===== config.mk =====
export PLATFORM = sky130hd
export DESIGN_NAME = key_debouncer
export DESIGN_NICKNAME = d
export VERILOG_FILES = /design/src/rtl/key_debouncer_pkg.sv /design/src/rtl/key_debounce_channel.sv /design/src/rtl/key_debouncer.sv
export SDC_FILE = /design/constraint.sdc
export NUM_CORES = 1
export LEC_CHECK = 0
export CAP_MARGIN = 25
export CORE_MARGIN = 4
export CORE_UTILIZATION = 50
export CTS_CLUSTER_DIAMETER = 60
export DETAILED_ROUTE_END_ITERATION = 8
export PLACE_DENSITY = 0.7
export SETUP_SLACK_MARGIN = 0.4
export SYNTH_ARGS = -nofsm -noshare
export SYNTH_HDL_FRONTEND = slang
export SYNTH_SLANG_ARGS = --single-unit

===== constraint.sdc =====
create_clock -name CLOCK_50 -period 2 [get_ports CLOCK_50]
set_input_delay 0.5 -clock CLOCK_50 [delete_from_list [all_inputs] [get_ports CLOCK_50]]
set_output_delay 0.5 -clock CLOCK_50 [all_outputs]
set_load 0.02 [all_outputs]

===== src/rtl/key_debouncer_pkg.sv =====
// Shared types, default timing constants and width helpers for the KEY debouncer.
package key_debouncer_pkg;

  localparam int unsigned CLK_HZ              = 50_000_000;
  localparam int unsigned DEBOUNCE_MS         = 20;
  localparam int unsigned DEBOUNCE_CYCLES_DEF = (CLK_HZ / 1000) * DEBOUNCE_MS;

  typedef enum logic [1:0] {
    REP_IDLE   = 2'd0,
    REP_DELAY  = 2'd1,
    REP_PERIOD = 2'd2
  } rep_state_t;

  // Counter width for a modulus n, never narrower than one bit.
  function automatic int unsigned cnt_width(input int unsigned n);
    return (n < 2) ? 1 : $clog2(n);
  endfunction

  function automatic int unsigned max_u(input int unsigned a, input int unsigned b);
    return (a > b) ? a : b;
  endfunction

endpackage


===== src/rtl/key_debounce_channel.sv =====
// One key: synchronizer, debounce counter, press/release strobes and, with
// KEY_DEBOUNCER_AUTOREPEAT_EN defined, an auto-repeat FSM.
module key_debounce_channel
  import key_debouncer_pkg::*;
#(
  parameter int unsigned SYNC_STAGES     = 2,
  parameter int unsigned DEBOUNCE_CYCLES = DEBOUNCE_CYCLES_DEF,
  parameter int unsigned REPEAT_DELAY    = 25_000_000,
  parameter int unsigned REPEAT_PERIOD   = 5_000_000
) (
  input  logic clk_i,
  input  logic rst_ni,
  input  logic key_n_i,
  output logic pressed_o,
  output logic press_pulse_o,
  output logic release_pulse_o
);

  localparam int unsigned      CNT_W    = cnt_width(DEBOUNCE_CYCLES);
  localparam logic [CNT_W-1:0] CNT_LAST = CNT_W'(DEBOUNCE_CYCLES - 1);

  logic [SYNC_STAGES-1:0] sync_q, sync_d;
  logic [CNT_W-1:0]       cnt_q, cnt_d;
  logic                   stable_q, stable_d;
  logic                   press_q, press_d;
  logic                   release_q, release_d;
  logic                   raw_c, accept_press_c, accept_release_c, rep_fire_c;

  // Synchronize, then accept a new level only after it persists for the full window.
  always_comb begin : debounce
    sync_d           = {sync_q[SYNC_STAGES-2:0], key_n_i};
    raw_c            = ~sync_q[SYNC_STAGES-1];
    cnt_d            = '0;
    stable_d         = stable_q;
    accept_press_c   = 1'b0;
    accept_release_c = 1'b0;
    if (raw_c != stable_q) begin
      if (cnt_q == CNT_LAST) begin
        stable_d         = raw_c;
        accept_press_c   = raw_c;
        accept_release_c = ~raw_c;
      end else begin
        cnt_d = cnt_q + CNT_W'(1);
      end
    end
  end

  always_comb begin : pulses
    press_d   = accept_press_c | rep_fire_c;
    release_d = accept_release_c;
  end

  always_ff @(posedge clk_i or negedge rst_ni) begin
    if (!rst_ni) begin
      sync_q    <= '1;
      cnt_q     <= '0;
      stable_q  <= 1'b0;
      press_q   <= 1'b0;
      release_q <= 1'b0;
    end else begin
      sync_q    <= sync_d;
      cnt_q     <= cnt_d;
      stable_q  <= stable_d;
      press_q   <= press_d;
      release_q <= release_d;
    end
  end

`ifdef KEY_DEBOUNCER_AUTOREPEAT_EN
  localparam int unsigned REP_W = cnt_width(max_u(REPEAT_DELAY, REPEAT_PERIOD));

  rep_state_t       rep_state_q, rep_state_d;
  logic [REP_W-1:0] rep_cnt_q, rep_cnt_d;

  always_ff @(posedge clk_i or negedge rst_ni) begin
    if (!rst_ni) begin
      rep_state_q <= REP_IDLE;
      rep_cnt_q   <= '0;
    end else begin
      rep_state_q <= rep_state_d;
      rep_cnt_q   <= rep_cnt_d;
    end
  end

  // A release overrides everything, so no repeat strobe lands on the release cycle.
  always_comb begin : repeat_fsm
    rep_state_d = rep_state_q;
    rep_cnt_d   = rep_cnt_q;
    rep_fire_c  = 1'b0;
    if (accept_release_c) begin
      rep_state_d = REP_IDLE;
      rep_cnt_d   = '0;
    end else begin
      case (rep_state_q)
        REP_IDLE: begin
          if (accept_press_c) begin
            rep_state_d = REP_DELAY;
            rep_cnt_d   = '0;
          end
        end
        REP_DELAY: begin
          if (rep_cnt_q == REP_W'(REPEAT_DELAY - 1)) begin
            rep_fire_c  = 1'b1;
            rep_state_d = REP_PERIOD;
            rep_cnt_d   = '0;
          end else begin
            rep_cnt_d = rep_cnt_q + REP_W'(1);
          end
        end
        REP_PERIOD: begin
          if (rep_cnt_q == REP_W'(REPEAT_PERIOD - 1)) begin
            rep_fire_c = 1'b1;
            rep_cnt_d  = '0;
          end else begin
            rep_cnt_d = rep_cnt_q + REP_W'(1);
          end
        end
        default: begin
          rep_state_d = REP_IDLE;
          rep_cnt_d   = '0;
        end
      endcase
    end
  end
`else
  logic unused_repeat_cfg;
  assign unused_repeat_cfg = ^{REPEAT_DELAY, REPEAT_PERIOD};
  assign rep_fire_c        = 1'b0;
`endif

  assign pressed_o       = stable_q;
  assign press_pulse_o   = press_q;
  assign release_pulse_o = release_q;

endmodule


===== src/rtl/key_debouncer.sv =====
// Debounces the active-low board KEYs into clean levels and press/release strobes.
// Define KEY_DEBOUNCER_AUTOREPEAT_EN to add auto-repeat press strobes.
module key_debouncer
  import key_debouncer_pkg::*;
#(
  parameter int unsigned N_KEYS          = 4,
  parameter int unsigned SYNC_STAGES     = 2,
  parameter int unsigned DEBOUNCE_CYCLES = DEBOUNCE_CYCLES_DEF,
  parameter int unsigned REPEAT_DELAY    = 25_000_000,
  parameter int unsigned REPEAT_PERIOD   = 5_000_000
) (
  input  logic              CLOCK_50,
  input  logic              reset_n,
  input  logic [N_KEYS-1:0] key_n,
  output logic [N_KEYS-1:0] pressed,
  output logic [N_KEYS-1:0] press_pulse,
  output logic [N_KEYS-1:0] release_pulse
);

  for (genvar k = 0; k < N_KEYS; k++) begin : g_key
    key_debounce_channel #(
      .SYNC_STAGES    (SYNC_STAGES),
      .DEBOUNCE_CYCLES(DEBOUNCE_CYCLES),
      .REPEAT_DELAY   (REPEAT_DELAY),
      .REPEAT_PERIOD  (REPEAT_PERIOD)
    ) u_chan (
      .clk_i          (CLOCK_50),
      .rst_ni         (reset_n),
      .key_n_i        (key_n[k]),
      .pressed_o      (pressed[k]),
      .press_pulse_o  (press_pulse[k]),
      .release_pulse_o(release_pulse[k])
    );
  end

endmodule


* Word level (Yosys, flattened, before mapping) *
Cells that the tools add are included.
W data, S select, Z words.

operators by class
  muxes and demuxes = 24
  bitwise logic cells = 4
  add/subtract/negate cells = 4
  reductions and logical operators = 4
  equality and inequality tests = 8

operator list
  operator                 number
  $mux W20                 8
  $add A20 B1 Y20 const B  4
  $eq A20 B20 Y1 const B   4
  $mux W1                  16
  $reduce_and A2 Y1        4
  $ne A1 B1 Y1             4
  $not A1 Y1               4

word-level totals
  output and inout bits = 12
  input bits = 6
  word-level logic and storage cells = 64
  register bits after elaboration = 100

* Logic depth before layout (Yosys ltp) *
  word-level depth = 3
  depth in mapped cells = 7
  depth with buffers taken out = 5

* Hierarchy *
Synthesis repeated with hierarchy kept, for this count alone.

unflattened totals
  cells, all modules = 452
  area total of the unflattened synthesis = 4,614.4 um^2

by module, submodules not included
  module                sequential area each (um^2)  cells each  instances  area an instance (um^2)
  key_debounce_channel  628.1                        113         4          1,153.6

* Worst setup path after synthesis *
No wires, ideal clock.

  path type = reg2reg
  from = register g_key[1].u_chan.cnt_q[0]
  to = register g_key[1].u_chan.cnt_q[18]
  stages on the path, launching flop included = 7
  clock period less this slack = 1.973 ns
  data arrival time = 1.895 ns
  slack = 0.027 ns
  data required time = 1.922 ns
  library setup time = 0.078 ns
  buffers on the path = 1
  cells stage by stage = dfrtp_1 > ha_1 > nand2_1 > or4_1 > clkbuf_1 > or4_1 > a21oi_1

between the ends
  longest elaborated chain between the ends = 3
  elaborated cells on any way between the ends = 4
  classes of those cells = 1 x add/sub; 1 x eq/ne; 2 x mux

ends and longest elaborated chain
  what                                               line                                                    text
  from (decl)                                        key_debounce_channel.sv:23                              logic [CNT_W-1:0] cnt_q, cnt_d;
  from (signal assigned)                             key_debounce_channel.sv:62                              cnt_q <= cnt_d;
  $add A20 B1 Y20 or $eq A20 B20 Y1 (tied branches)  key_debounce_channel.sv:43, key_debounce_channel.sv:38
  $mux W20 *                                         key_debounce_channel.sv:38                              if (cnt_q == CNT_LAST) begin
  $mux W20 *                                         key_debounce_channel.sv:37                              if (raw_c != stable_q) begin
  via g_key[1].u_chan.cnt_d[18]                      key_debounce_channel.sv:23

Mark *: on every way through the listed nets, which the timed path passes. The rest lies on a longest branch.
A chain may end at the register's enable or synchronous reset.

* Worst setup path in the final report *
  from = register g_key[0].u_chan.cnt_q[12]
  to = register g_key[0].u_chan.cnt_q[9]

between the ends
  longest elaborated chain between the ends = 3

ends and longest elaborated chain
  what                          line
  from (decl)                   key_debounce_channel.sv:23
  from (signal assigned)        key_debounce_channel.sv:62
  $eq A20 B20 Y1                key_debounce_channel.sv:38
  $mux W20                      key_debounce_channel.sv:38
  $mux W20                      key_debounce_channel.sv:37
  via g_key[0].u_chan.cnt_d[9]  key_debounce_channel.sv:23

The timed path passes the listed nets, and every way through them passes these cells.

==> impl_metrics.toml <==
[outcome]
outcome = "complete, no violations"

[worst_setup_path]
setup.worst_path.class = "reg -> reg"
timing.critical_path.slowest_cell_delay_ns = 0.55
startpoint_type = "flop"
worst_setup_path_end_kind = "flop"
worst-path-buf-inv = 1
critical_path_peak_fanout = 20
critPathSlowestCell = "sky130_fd_sc_hd__or4_4"
cp_top_family = "simple AND/OR/NAND/NOR gates"
required_ns = 2.25
critical_path_arrival_ns = 2.21
timing.critical_path.cells = "or4_1 -> or4_4 -> o21ai_4 -> buf_12 -> nor2_1"

[finish]
antenna_cells_inserted = 0
finalNetCount = 593
sequential_cell_area_um2 = 2525
flow.area_growth_from_synthesis_pct = 41.21
fillerInstances = 575
finalCoreUtilization_pct = 72.83
layout_cell_share_with_drive_strength_beyond_1_pct = 43.88
stdcell_count = 717
area_used_by_multi_input_combinational_logic_um2 = 2763

[floorplan]
design.portCount = 18
floorplan_core_area_um2 = 9284
total_die_area_um2 = 11210
die_x_um = 105.9
starting_density_of_the_core_pct = 51.58
rows = 35
die_height_um = 105.9

[synthesis]
synth_seq_cells = 100
synth_largest_area_cell = "sky130_fd_sc_hd__dfrtp_1"
synth_top_cell_area_share_pct = 48.08
synth_area_per_cell_um2 = 9.976
netlist_instances = 480
synth_flop_cell = "sky130_fd_sc_hd__dfrtp_1"
yosysMostFrequentCell = "sky130_fd_sc_hd__dfrtp_1"
netlist_top_cells_area = "sky130_fd_sc_hd__dfrtp_1 48%, sky130_fd_sc_hd__xnor2_1 7.0%, sky130_fd_sc_hd__nor2_1 4.9%"
synth_edf_count = 0
synth_seq_area_share_pct = 52.47
yosysUniqueCellTypes = 40
ys.warnings.count = 0
share_of_flip_flops_with_an_asynchronous_set_or_reset_pct = 100.0
synth.cells.most_frequent = "92 x sky130_fd_sc_hd__dfrtp_1, 63 x sky130_fd_sc_hd__nor2_1, 38 x sky130_fd_sc_hd__xnor2_1"
postSynthNetCount = 490
synth.cell_area_um2 = 4788

[power]
seq_power_share_pct = 57.6
switching_share_pct = 26.64
cellPowerDensity_nw_per_um2 = 535.7
internal_power_w = 0.002657
p_clk_share_pct = 35.6
ir_worst_vdd_uv = 356.3
p_leak_nw = 2.663
net-switching-power_w = 0.0009647
report.power.total_w = 0.003622
combinationalPowerShare_pct = 6.8

[sta]
clock.fmax_mhz = 510.8
worst_slack_on_hold_paths_ns = 0.05261
finClkSkew_ns = 0.01821
timing.final.hold_violations = 0
relSlewSlack_pct = 71.64
worst_path_setup_slack_after_routing_ns = 0.04245
worst-slew-pin-transition_ns = 0.4254
finalMaxSlewViolations = 0
rsz_0062_raised_after_global_routing = "true"
fin_crit_ns = 1.958
number_of_setup_violations_in_the_final_report = 0
finalCritPeriodShare_pct = 97.88

[place]
place.port_buffers = 17
gp_congestion = 0.8234
place_hpwl_mm = 6.018
pre_cts_worst_setup_slack_ns = -0.01510
placed_cells_incl_taps = 625

[global_routing]
global_route.usage.met3_pct = 3.307
grt_antenna_before_repair = 0
grt_use_total_pct = 19.80
groute.layer.met2.usage_pct = 32.92
grt_first_pass_wirelength_mm = 18.30
grt_remaining_overflow = 0
largest_net_degree_at_the_start_of_global_routing = 57
grt.busiest_layer = "met2"
met1_usage_pct = 25.92
grt_pass1_vias = 3982

[run]
cap_violations = 0

[drt]
route.vias.total = 4193
antenna_left = 0
routed_wire_length_per_instance_um = 18.38
drt_pass1_iterations = 6
drc_errors = 0
drt-vias-per-instance = 5.848
detail_route.wirelength_mm = 13.18
detail_route.iter0.violations = 286

[cts]
clock_latency_ns = 0.38
cts-root-to-sink-buffers = 2
cts_root_buf = "sky130_fd_sc_hd__clkbuf_8"
tritoncts_clock_tree = "yes"
htreeDepth = 3
cts_inserted_buffers = 9
holdBufCountCts = 0
path_clk_slew_ns = 0.12
number_of_clock_sinks = 100

[hold_path]
hp-class = "in -> async"
layout by cell type, fill, tap and decap left out, drive strengths merged, types with 3 or more instances in the layout:
cell type      netlist  routed
a21oi               24      24
and3                10      10
buf                 18     100
clkbuf               8      11
clkdlybuf4s15        0       9
clkdlybuf4s50        0       4
clkinv               0       3
dfrtp               92      92
dfstp                8       8
dlygate4sd2          0       3
ha                   4       4
inv                 14      18
nand2               31      31
nand3               26      26
nand4               20      20
nor2                63      63
nor3                12      12
nor4                15      15
o21ai               15      15
o31ai               16      16
or2                  6       6
or3                 16      16
or4                 16      16
xnor2               38      38
xor2                14      14
stage by stage:
stage	setup TNS, ns	cell area, um^2
3_5_place_dp	-0.01510	5238
3_3_place_gp	0	5238
5_1_grt	-0.6601	6761
2_1_floorplan	0	4867
4_1_cts	0	5971
6_report	0	6761
repair_timing:
item                       in CTS  in global routing
buffers inserted               50                 20
resized for setup              56                142
setup endpoints to repair      84                 96
gates cloned                    1                  5
pin swaps                      24                 39
path summary, 6_finish.rpt:
check                                               startpoint                                  end  slack (ns)  cells after the start
setup / recovery           g_key[0].u_chan.cnt_q[12]$_DFF_PN0_   g_key[0].u_chan.cnt_q[9]$_DFF_PN0_        0.04                      5
hold / removal                                         reset_n  g_key[1].u_chan.cnt_q[18]$_DFF_PN0_        0.05                      1
setup reg to reg           g_key[0].u_chan.cnt_q[12]$_DFF_PN0_   g_key[0].u_chan.cnt_q[9]$_DFF_PN0_        0.04                      5
hold reg to reg            g_key[3].u_chan.sync_q[0]$_DFF_PN1_  g_key[3].u_chan.sync_q[1]$_DFF_PN1_        0.36                      0
max in group asynchronous                              reset_n  g_key[0].u_chan.sync_q[1]$_DFF_PN1_        1.25                      2
min in group CLOCK_50      g_key[3].u_chan.sync_q[0]$_DFF_PN1_  g_key[3].u_chan.sync_q[1]$_DFF_PN1_        0.36                      0
registers in the layout, indices dropped and copies added (netlist names):
register	flops
g_key.u_chan.cnt_q	80
g_key.u_chan.press_pulse_o	4
g_key.u_chan.pressed_o	4
g_key.u_chan.release_pulse_o	4
g_key.u_chan.sync_q	8
per-layer routing:
layer / part of all wire (%) / vias to the layer above / wire length [um]
met5: 0 / - / 0
met4: 3.8 / 0 / 496
met3: 4.3 / 43 / 572
met2: 50 / 153 / 6620
met1: 42 / 2094 / 5489
li1: - / 1903 / -
power groups by stage:
stage | registers [W] | logic (W) | clock network (W)
after CTS | 0.00208 | 0.000173 | 0.00130
final | 0.00208 | 0.000247 | 0.00129
after detailed placement | 0.00212 | 0.000148 | 0
after global placement | 0.00212 | 0.000144 | 0
after global routing | 0.00209 | 0.000269 | 0.00140
after floorplan | 0.00211 | 0.0000649 | 0
cell type report:
type                    instances  area share (%)
well taps                     129           2.387
flip-flops and latches        100           37.34
inverters                      14          0.7772
multi-input cells             340           40.86
repair buffers                118           15.67
clock inverters                 7           1.129
clock buffers                   9           1.832
logic make-up after synthesis:
family	synth area share [%]
AND/OR/NAND/NOR	24.88
buffers and inverters	4.338
adder cells (fa/ha/maj)	1.045
AO/OA/AOI/OAI	7.342
multiplexers	0.4181
XOR/XNOR	9.511
flip-flops	52.47
Power figures use the tool's default switching activity.
